`src/rtl/code_loader_pkg.sv`:
```
// Shared definitions for the codemem program loader: state encodings and
// the instruction/beat widths used by codemem and fetch.
package code_loader_pkg;

   localparam int INST_WIDTH = 64;
   localparam int BEAT_WIDTH = 32;

   localparam logic [1:0] LDR_IDLE  = 2'd0;
   localparam logic [1:0] LDR_LOAD  = 2'd1;
   localparam logic [1:0] LDR_DRAIN = 2'd2;

endpackage

```
`src/rtl/code_loader.sv`:
```
// Packs 32-bit program beats into 64-bit instructions and writes them
// sequentially into codemem from address 0 while the CPU is idle.
module code_loader
   import code_loader_pkg::*;
#(
   parameter int ADDR_WIDTH = 10,
   parameter int DATA_WIDTH = INST_WIDTH,
   parameter int IN_WIDTH   = BEAT_WIDTH
) (
   input  logic                  clk,
   input  logic                  rst_n,
   input  logic                  load_start,
   input  logic                  cpu_idle,
   input  logic [IN_WIDTH-1:0]   s_data,
   input  logic                  s_valid,
   input  logic                  s_last,
   output logic                  s_ready,
   output logic [ADDR_WIDTH-1:0] wr_addr,
   output logic [DATA_WIDTH-1:0] wr_data,
   output logic                  wr_en,
   output logic [ADDR_WIDTH:0]   inst_count,
   output logic                  load_busy,
   output logic                  load_done,
   output logic                  load_err
);

   logic [1:0]            state;
   logic [ADDR_WIDTH-1:0] addr;
   logic                  half;
   logic [IN_WIDTH-1:0]   hi;
   logic                  accept;
   logic [ADDR_WIDTH:0]   addr_p1;

   assign s_ready   = (state == LDR_LOAD) || (state == LDR_DRAIN);
   assign load_busy = (state == LDR_LOAD);
   assign accept    = s_valid & s_ready;
   assign addr_p1   = {1'b0, addr} + 1'b1;

   always_ff @(posedge clk or negedge rst_n) begin
      if (!rst_n) begin
         state      <= LDR_IDLE;
         addr       <= '0;
         half       <= 1'b0;
         hi         <= '0;
         wr_en      <= 1'b0;
         wr_addr    <= '0;
         wr_data    <= '0;
         inst_count <= '0;
         load_done  <= 1'b0;
         load_err   <= 1'b0;
      end else begin
         wr_en <= 1'b0;
         case (state)
            LDR_IDLE: begin
               if (load_start && cpu_idle) begin
                  state      <= LDR_LOAD;
                  addr       <= '0;
                  half       <= 1'b0;
                  inst_count <= '0;
                  load_done  <= 1'b0;
                  load_err   <= 1'b0;
               end
            end
            LDR_LOAD: begin
               if (!cpu_idle) begin
                  // CPU resumed fetching: abandon the load, keep what was written
                  load_err   <= 1'b1;
                  inst_count <= {1'b0, addr};
                  half       <= 1'b0;
                  state      <= (accept && s_last) ? LDR_IDLE : LDR_DRAIN;
               end else if (accept) begin
                  if (!half) begin
                     hi   <= s_data;
                     half <= 1'b1;
                     if (s_last) begin
                        load_err <= 1'b1;
                        half     <= 1'b0;
                        state    <= LDR_IDLE;
                     end
                  end else begin
                     wr_en   <= 1'b1;
                     wr_addr <= addr;
                     wr_data <= {hi, s_data};
                     half    <= 1'b0;
                     if (s_last) begin
                        inst_count <= addr_p1;
                        load_done  <= 1'b1;
                        state      <= LDR_IDLE;
                     end else if (&addr) begin
                        // memory full with beats still pending; addr must not wrap
                        inst_count <= addr_p1;
                        load_err   <= 1'b1;
                        state      <= LDR_DRAIN;
                     end else begin
                        addr <= addr + 1'b1;
                     end
                  end
               end
            end
            LDR_DRAIN: begin
               if (accept && s_last) state <= LDR_IDLE;
            end
            default: state <= LDR_IDLE;
         endcase
      end
   end

endmodule

```
`config.mk`:
```
export PLATFORM = sky130hd
export DESIGN_NAME = code_loader
export DESIGN_NICKNAME = d
export VERILOG_FILES = /design/src/rtl/code_loader_pkg.sv /design/src/rtl/code_loader.sv
export SDC_FILE = /design/constraint.sdc
export NUM_CORES = 1
export LEC_CHECK = 0
export CORE_ASPECT_RATIO = 0.6
export CORE_MARGIN = 10
export CORE_UTILIZATION = 30
export CTS_CLUSTER_DIAMETER = 200
export DETAILED_ROUTE_END_ITERATION = 8
export PLACE_DENSITY_LB_ADDON = 0.3
export SLEW_MARGIN = 40
export SYNTH_ARGS = -nofsm -noshare
export SYNTH_HDL_FRONTEND = slang
export SYNTH_SLANG_ARGS = --single-unit
```
`constraint.sdc`:
```
create_clock -name clk -period 2.25 [get_ports clk]
set_input_delay 0.5625 -clock clk [delete_from_list [all_inputs] [get_ports clk]]
set_output_delay 0.5625 -clock clk [all_outputs]
set_load 0.01 [all_outputs]
```
==> results.py, run 1 <==
metrics = {
    "global_route": {
        "grt_overflow": 0,
        "grt_pass1_wl_um": 22700,
        "grt_util_all_layers": 0.115,
        "grt_max_degree": 79,
        "grt_pass1_vias": 3998,
        "grt_antenna_before_repair": 0,
    },
    "sta": {
        "slew_headroom": 0.683,
        "finalSetupViolations": 0,
        "rsz0062_at_grt": "false",
        "slew_violations": 0,
        "period_needed_ns": 2.11,
        "hold_violations": 0,
        "tightest_slew_ns": 0.472,
        "skew_ns": 0.0134,
        "fmax_mhz": 474,
        "tns_ns": 0,
        "min_period_over_period": 0.938,
    },
    "worst_setup_path": {
        "crit_arrival_ns": 1.55,
        "path_class": "reg2out",
        "critPathLaunch": "state[0]",
        "cp_cell_sequence": "inv_1, ha_1, dlygate4sd2_1",
        "max_stage_delay_ns": 0.39,
        "critical_path.startpoint_type": "register",
        "r2r_start": "state[0]",
        "slowest_stage": "dfrtp_1",
        "crit_path_max_fanout": 3,
        "end_kind": "primary output",
        "cp.required_ns": 1.69,
    },
    "power": {
        "pwr-share-clk": 0.288,
        "power_frac_seq": 0.386,
        "p_comb_frac": 0.326,
        "ir_drop_mv": 0.477,
        "p_sw_mw": 2.70,
        "p_sw_frac": 0.296,
        "p_per_area_mw_per_mm2": 1160,
        "leakage_nw": 3.56,
        "finalPower_mw": 9.13,
        "internal-power_mw": 6.43,
    },
    "route": {
        "routedWlPerCell_um": 17.5,
        "ant_nets": 0,
        "drc": 0,
        "vias": 3744,
        "drt_wl_total_um": 14000,
        "initialDrtViolationCount": 231,
        "viasPerCell": 4.66,
        "first_pass_iters": 4,
    },
    "synth": {
        "avgSynthCellArea_sq_um": 13.9,
        "yosysTopAreaCell": "dfrtp_1",
        "yosys-top-cells-area": "dfrtp_1 (60%), mux2_2 (22%), mux2i_1 (1.4%)",
        "ys.flop_type": "dfrtp_1",
        "syn_area_sq_mm": 0.00554,
        "syn_nets": 442,
        "yosysWarnings": 0,
        "yosysSeqAreaShare": 0.600,
        "synth_top_area_share": 0.600,
        "postSynthCellCount": 400,
        "ys_seq_elements": 133,
        "synth.distinct_cells": 41,
        "synthArstFlopShare": 1.00,
        "synth_edf_count": 0,
    },
    "clocking": {
        "clock-root-buffer": "clkbuf_16",
        "path_clk_slew_ns": 0.06,
        "ctsHoldBuffers": 0,
        "numCtsBuffers": 17,
        "cts_max_level": 4,
        "tritoncts": "done",
        "clock-sinks": 133,
        "cts_setup_buffers": 0,
        "clock_path_buffers": 2,
        "clk_latency_ns": 0.41,
    },
    "floorplanning": {
        "die_x_um": 195,
        "die_y_um": 125,
        "num_rows": 38,
        "core_area_sq_mm": 0.0181,
        "start_util": 0.306,
        "dieArea_sq_mm": 0.0245,
        "ios": 128,
    },
    "cells_and_area": {
        "antenna_cells": 0,
        "layout_commonest_cell": "dfrtp_1",
        "fillCellCount": 1647,
        "final_cell_mix": "dfrtp_1 (133), clkdlybuf4s50_1 (124), mux2_2 (108)",
        "area_growth_pct": 42.4,
        "drive_gt1_frac": 0.320,
        "stdcell_area_sq_mm": 0.00789,
        "nNetsFinal": 593,
    },
    "run": {
        "cap_violations": 0,
    },
    "placement": {
        "routabilityCongestion": 0.840,
        "port_buffers": 127,
        "dp_hpwl_um": 10100,
        "place_area_sq_mm": 0.00732,
    },
    "hold_path": {
        "worstHoldPathType": "in2async",
    },
    "status": {
        "status": "finished clean",
    },
}
layout make-up:
class                           count  area (sq um)  share of cell area
Inverter                           16          60.1             0.00761
Sequential cell                   133          3330               0.422
Multi-Input combinational cell    225          2060               0.261
Clock inverter                     11           103              0.0130
Clock buffer                       20           457              0.0579
Tap cell                          240           300              0.0380
Timing Repair Buffer              158          1590               0.201
power by group through the flow:
stage               registers (mW)  logic, mW  clock network [mW]
finish                        3.53       2.97                2.63
global route                  3.62       3.22                2.81
CTS                           3.54       3.02                2.71
detailed placement            3.57       3.01                   0
global placement              3.52       2.95                   0
floorplan                     3.66       1.34                   0
per-stage QoR:
step | hold slack [ns] | std cells | util | setup slack (ns)
after global routing | 0.152 | 803 | 0.436 | 0.0111
after floorplan | 0.267 | 400 | - | 0.186
after CTS | 0.143 | 803 | 0.436 | 0.0717
after detailed placement | 0.488 | 772 | 0.404 | -0.374
after global placement | 0.479 | 772 | 0.404 | -0.320
final | 0.136 | 803 | 0.436 | 0.140
cell usage after synthesis (all sizes together) (3+ instances only):
cell type	n
o21a	3
a31oi	8
o31a	3
nand4	6
dfrtp	133
ha	4
buf	14
nor2	9
mux2i	8
a21oi	3
nor3	3
nor4	4
a41oi	8
o21ai	10
clkbuf	12
mux2	112
or3	3
xnor2	5
inv	16
nand2	13
repair_timing:
item / CTS / global route
gates resized for setup: 4 / 1
setup endpoints to repair: 2 / 1
hold endpoints to repair: 0 / 0
pin swaps: 0 / 0
flip-flops by register name, summed over array words and instances (netlist names):
| register | count |
|---|---|
| wr_data | 64 |
| state | 2 |
| load_done | 1 |
| half | 1 |
| hi | 32 |
| inst_count | 11 |
| wr_en | 1 |
| addr | 10 |
| load_err | 1 |
| wr_addr | 10 |
final timing paths:
kind / endpoint / slack [ns] / cells past startpoint
min in group clk: hi[20] / 0.50 / 1
max in group asynchronous: wr_data[51] / 1.69 / 2
setup / recovery: s_ready / 0.14 / 3
setup reg to reg: inst_count[5] / 0.17 / 8
hold reg to reg: hi[20] / 0.50 / 1
hold / removal: wr_addr[3] / 0.14 / 2
critical path, delay by kind of cell (launching register included):
family / cells / cell delay (ns)
flip-flops: 1 / 0.39
buffers and inverters: 2 / 0.40
adder cells (fa/ha/maj): 1 / 0.36
logic make-up after synthesis:
family | count (synthesis) | share of synthesized area
buffers and inverters | 42 | 0.0318
AOI/OAI and AO/OA | 48 | 0.0614
adders and majority gates | 4 | 0.00903
muxes | 120 | 0.245
DFF | 133 | 0.600
and+or+nand+nor | 48 | 0.0447
xor gates and xnor gates | 5 | 0.00790
layer usage:
| layer | wire [um] | GRT usage |
|---|---|---|
| met1 | 6840 | 0.155 |
| met2 | 5880 | 0.161 |
| met3 | 1170 | 0.0499 |
| met4 | 144 | 0.0340 |
| met5 | 0 | 0 |
Power figures use the tool's default switching activity.
==> run 2: changes to the inputs <==
Settings changed: CTS_CLUSTER_DIAMETER 200 to 80, PLACE_DENSITY_LB_ADDON 0.3 to default.
==> results.py, run 2 (synthesized netlist as in run 1, its figures left out) <==
metrics = {
    "sta": {
        "fmax_mhz": 497,
        "slew_violations": 0,
        "period_needed_ns": 2.01,
        "slew_headroom": 0.748,
        "hold_slack_ns": 0.0494,
        "tightest_slew_ns": 0.374,
        "min_period_over_period": 0.895,
        "finalSetupViolations": 0,
        "hold_violations": 0,
        "skew_ns": 0.00808,
        "rsz0062_at_grt": "false",
    },
    "route": {
        "routedWlPerCell_um": 17.8,
        "ant_nets": 0,
        "drt_wl_total_um": 14500,
        "initialDrtViolationCount": 284,
        "viasPerCell": 4.67,
        "drc": 0,
        "vias": 3802,
        "first_pass_iters": 4,
    },
    "power": {
        "leakage_nw": 3.63,
        "p_sw_frac": 0.301,
        "internal-power_mw": 6.51,
        "power_frac_seq": 0.377,
        "ir_drop_mv": 0.416,
        "pwr-share-clk": 0.287,
        "p_per_area_mw_per_mm2": 1160,
        "p_sw_mw": 2.80,
        "p_comb_frac": 0.336,
    },
    "worst_setup_path": {
        "crit_path_max_fanout": 3,
        "critical_path.startpoint_type": "register",
        "critPathLaunch": "state[0]",
        "crit_arrival_ns": 1.45,
        "cp.required_ns": 1.69,
        "r2r_start": "addr[6]",
        "end_kind": "primary output",
        "critPathCapture": "s_ready",
        "r2r_end": "inst_count[1]",
        "path_class": "reg2out",
        "r2r_cells": 5,
        "r2r_slack_ns": 0.29,
    },
    "cells_and_area": {
        "layout_commonest_cell": "dfrtp_1",
        "final_cells": 815,
        "largestRegisters": "wr_data: 64 flops, hi: 32 flops, inst_count: 11 flops",
        "drive_gt1_frac": 0.339,
        "nNetsFinal": 604,
        "antenna_cells": 0,
        "largest_reg_flops": 64,
        "top_register": "wr_data",
        "area_growth_pct": 44.8,
        "final_cell_mix": "dfrtp_1 (133), clkdlybuf4s50_1 (124), mux2_2 (108)",
    },
    "global_route": {
        "grt_pass1_wl_um": 23400,
        "grt_pass1_vias": 4090,
        "grt_util_all_layers": 0.120,
        "grt_overflow": 0,
        "grt_max_degree": 38,
        "grt_antenna_before_repair": 0,
    },
    "clocking": {
        "clk_latency_ns": 0.41,
        "clock-root-buffer": "clkbuf_16",
        "path_clk_slew_ns": 0.06,
        "clock-sinks": 133,
        "cts_max_level": 4,
        "numCtsBuffers": 17,
        "tritoncts": "done",
        "clock_path_buffers": 2,
        "ctsHoldBuffers": 0,
    },
    "status": {
        "status": "finished clean",
    },
    "floorplanning": {
        "ios": 128,
        "die_y_um": 125,
        "num_rows": 38,
        "core_area_sq_mm": 0.0181,
        "dieArea_sq_mm": 0.0245,
        "start_util": 0.306,
        "die_x_um": 195,
    },
    "hold_path": {
        "worstHoldPathType": "in2async",
    },
    "placement": {
        "place_inst": 782,
        "dp_hpwl_um": 10800,
        "routabilityCongestion": 0.862,
        "port_buffers": 127,
    },
    "run": {
        "cap_violations": 0,
    },
}
-- run 2: metrics by stage --
stage	power, mW	area, sq um	TNS [ns]	utilization	worst slack (ns)
2_1_floorplan	5.00	5540	0	-	0.186
3_3_place_gp	6.55	7430	-8.20	0.410	-0.160
3_5_place_dp	6.67	7430	-11.29	0.410	-0.146
4_1_cts	9.46	8030	0	0.443	0.220
5_1_grt	9.90	8030	0	0.443	0.126
6_report	9.32	8030	0	0.443	0.236
-- run 2: metal layers --
layer / global-route usage / vias up / wire length [um]
met5: 0 / - / 0
met4: 0.0376 / 0 / 148
met3: 0.0504 / 10 / 1320
met2: 0.168 / 134 / 6150
met1: 0.163 / 1891 / 6850
li1: - / 1767 / -
-- run 2: area by class of cell --
| class | count | area, sq um |
|---|---|---|
| fillers | 1639 | 10100 |
| multi-input cells | 225 | 2070 |
| flip-flops and latches | 133 | 3330 |
| inverters | 16 | 60.1 |
| clock inverters | 15 | 144 |
| well taps | 240 | 300 |
| clock buffers | 17 | 425 |
| repair buffers | 169 | 1700 |
-- run 2: critical path, cell delays in order, from the launching register on --
cell           delay, ns
dfrtp_1             0.37
inv_1               0.14
ha_4                0.24
dlygate4sd2_1       0.28
-- run 2: power groups by stage --
stage	logic (mW)	clock network (mW)	registers, mW
detailed placement	3.11	0	3.56
global placement	3.04	0	3.52
finish	3.13	2.67	3.52
global route	3.39	2.88	3.62
CTS	3.17	2.77	3.53
floorplan	1.34	0	3.66
-- run 2: repair_timing --
action / 4_1_cts / 5_1_grt
buffers inserted: 1 / 0
resized for setup: 6 / 0
endpoints found under the setup margin: 2 / 0
-- run 2: worst min path at each step --
stage / slack, ns / start / to / depth (start not counted)
floorplan: 0.27 / rst_n / addr[0] / 0
global placement: 0.48 / hi[18] / wr_data[50] / 1
detailed placement: 0.48 / hi[8] / wr_data[40] / 1
CTS: 0.04 / rst_n / wr_addr[7] / 1
global route: 0.05 / rst_n / wr_addr[2] / 1
finish: 0.05 / rst_n / wr_addr[8] / 1
==> run 3: changes to the inputs <==
--- a/config.mk
+++ b/config.mk
@@ -11,4 +11,5 @@
 export CTS_CLUSTER_DIAMETER = 80
 export DETAILED_ROUTE_END_ITERATION = 8
+export RECOVER_POWER = 50
 export SLEW_MARGIN = 40
 export SYNTH_ARGS = -nofsm -noshare
==> constraint.sdc (replaced) <==
create_clock -name clk -period 2.25 [get_ports clk]
set_input_delay 0.45 -clock clk [delete_from_list [all_inputs] [get_ports clk]]
set_output_delay 0.45 -clock clk [all_outputs]
set_load 0.01 [all_outputs]
==> results.py, run 3 (synthesized netlist as in run 1, its figures left out) <==
metrics = {
    "floorplanning": {
        "core_area_sq_mm": 0.0181,
        "start_util": 0.306,
        "dieArea_sq_mm": 0.0245,
        "die_x_um": 195,
        "die_y_um": 125,
        "ios": 128,
        "num_rows": 38,
    },
    "power": {
        "finalPower_mw": 9.13,
        "ir_drop_mv": 0.386,
        "p_comb_frac": 0.317,
        "p_sw_mw": 2.66,
        "leakage_nw": 3.63,
        "power_frac_seq": 0.385,
        "internal-power_mw": 6.47,
        "p_sw_frac": 0.291,
        "p_per_area_mw_per_mm2": 1160,
        "pwr-share-clk": 0.299,
    },
    "worst_setup_path": {
        "r2r_slack_ns": 0.17,
        "path_class": "reg2out",
        "worst-path-stages": 3,
        "slowest_stage": "clkdlybuf4s50_1",
        "critPathBufInv": 2,
        "critPathCapture": "s_ready",
        "cp.required_ns": 1.80,
        "max_stage_delay_ns": 0.54,
        "r2r_end": "inst_count[1]",
        "r2r_cells": 7,
        "r2r_start": "state[0]",
        "crit_arrival_ns": 1.70,
        "cp_cell_sequence": "inv_1, ha_1, clkdlybuf4s50_1",
        "critPathLaunch": "state[0]",
        "cp_top_family": "buffers and inverters",
        "critical_path.startpoint_type": "register",
        "crit_path_max_fanout": 3,
        "end_kind": "primary output",
    },
    "global_route": {
        "grt_antenna_before_repair": 0,
        "grt_pass1_vias": 4113,
        "grt_overflow": 0,
        "top_usage_layer": "met2",
        "use_met3": 0.0430,
        "use_met2": 0.168,
        "grt_max_degree": 79,
        "grt_pass1_wl_um": 23600,
        "grt_use_met1": 0.165,
        "grt_util_all_layers": 0.120,
    },
    "sta": {
        "finalSetupViolations": 0,
        "skew_ns": 0.00809,
        "period_needed_ns": 2.15,
        "slew_violations": 0,
        "hold_violations": 0,
        "hold_slack_ns": 0.488,
        "tns_ns": 0,
        "slew_headroom": 0.505,
        "fmax_mhz": 466,
        "min_period_over_period": 0.954,
        "rsz0062_at_grt": "false",
        "tightest_slew_ns": 0.742,
    },
    "placement": {
        "dp_hpwl_um": 10500,
        "port_buffers": 127,
        "routabilityCongestion": 0.879,
        "place_area_sq_mm": 0.00731,
        "place_inst": 772,
    },
    "run": {
        "cap_violations": 0,
    },
    "cells_and_area": {
        "area_growth_pct": 42.0,
        "top_register": "wr_data",
        "drive_gt1_frac": 0.316,
        "largest_reg_flops": 64,
        "stdcell_area_sq_mm": 0.00787,
        "final_cell_mix": "dfrtp_1 (133), mux2_2 (108), clkdlybuf4s50_1 (102)",
        "largestRegisters": "wr_data: 64 flops, hi: 32 flops, inst_count: 11 flops",
        "layout_commonest_cell": "dfrtp_1",
        "nNetsFinal": 594,
        "fillCellCount": 1682,
        "antenna_cells": 0,
        "final_cells": 804,
    },
    "clocking": {
        "tritoncts": "done",
        "clock_path_buffers": 2,
        "clk_latency_ns": 0.41,
        "clock-sinks": 133,
        "path_clk_slew_ns": 0.06,
        "clock-root-buffer": "clkbuf_16",
        "numCtsBuffers": 17,
        "cts_setup_buffers": 0,
        "cts_max_level": 4,
    },
    "route": {
        "viasPerCell": 4.75,
        "ant_nets": 0,
        "first_pass_iters": 4,
        "drt_wl_total_um": 14400,
        "initialDrtViolationCount": 292,
        "vias": 3817,
        "routedWlPerCell_um": 17.9,
        "drc": 0,
    },
    "hold_path": {
        "holdPathStages": 1,
        "worstHoldPathType": "reg2reg",
    },
    "status": {
        "status": "finished clean",
    },
}
-- run 3: metal layers --
metal,up-vias,wire (um),share of wire
li1,1735,-,-
met1,1930,6930,0.48
met2,139,6080,0.42
met3,13,1150,0.080
met4,0,187,0.013
met5,-,0,0
-- run 3: worst min-delay path by stage --
| stage | endpoint | start |
|---|---|---|
| 6_report | load_err | load_err |
| 2_1_floorplan | addr[0] | rst_n |
| 3_5_place_dp | wr_data[34] | rst_n |
| 5_1_grt | wr_data[22] | wr_data[22] |
| 4_1_cts | wr_data[34] | rst_n |
| 3_3_place_gp | hi[2] | rst_n |
-- run 3: cell type report --
cell class	count	area [sq um]	share of cell area
Sequential cell	133	3330	0.423
Timing Repair Buffer	159	1550	0.197
Multi-Input combinational cell	225	2050	0.260
Clock inverter	11	126	0.0161
Clock buffer	20	457	0.0580
Inverter	16	60.1	0.00763
Tap cell	240	300	0.0382
-- run 3: power groups by stage --
stage / clock network [mW] / logic (mW) / registers, mW
detailed placement: 0 / 2.98 / 3.56
global route: 2.91 / 3.13 / 3.61
CTS: 2.81 / 2.99 / 3.53
floorplan: 0 / 1.34 / 3.66
finish: 2.73 / 2.89 / 3.51
global placement: 0 / 2.93 / 3.52
-- run 3: what timing repair did --
action                                  CTS  global route
hold buffers                              1             0
hold endpoints to repair                 28             0
resized for setup                         2             0
endpoints found under the setup margin    1             0
-- run 3: through the flow --
step	setup WS (ns)	utilization
detailed placement	-0.0770	0.404
CTS	0.0845	0.437
global route	0.0139	0.434
floorplan	0.186	-
global placement	-0.0376	0.404
finish	0.104	0.434
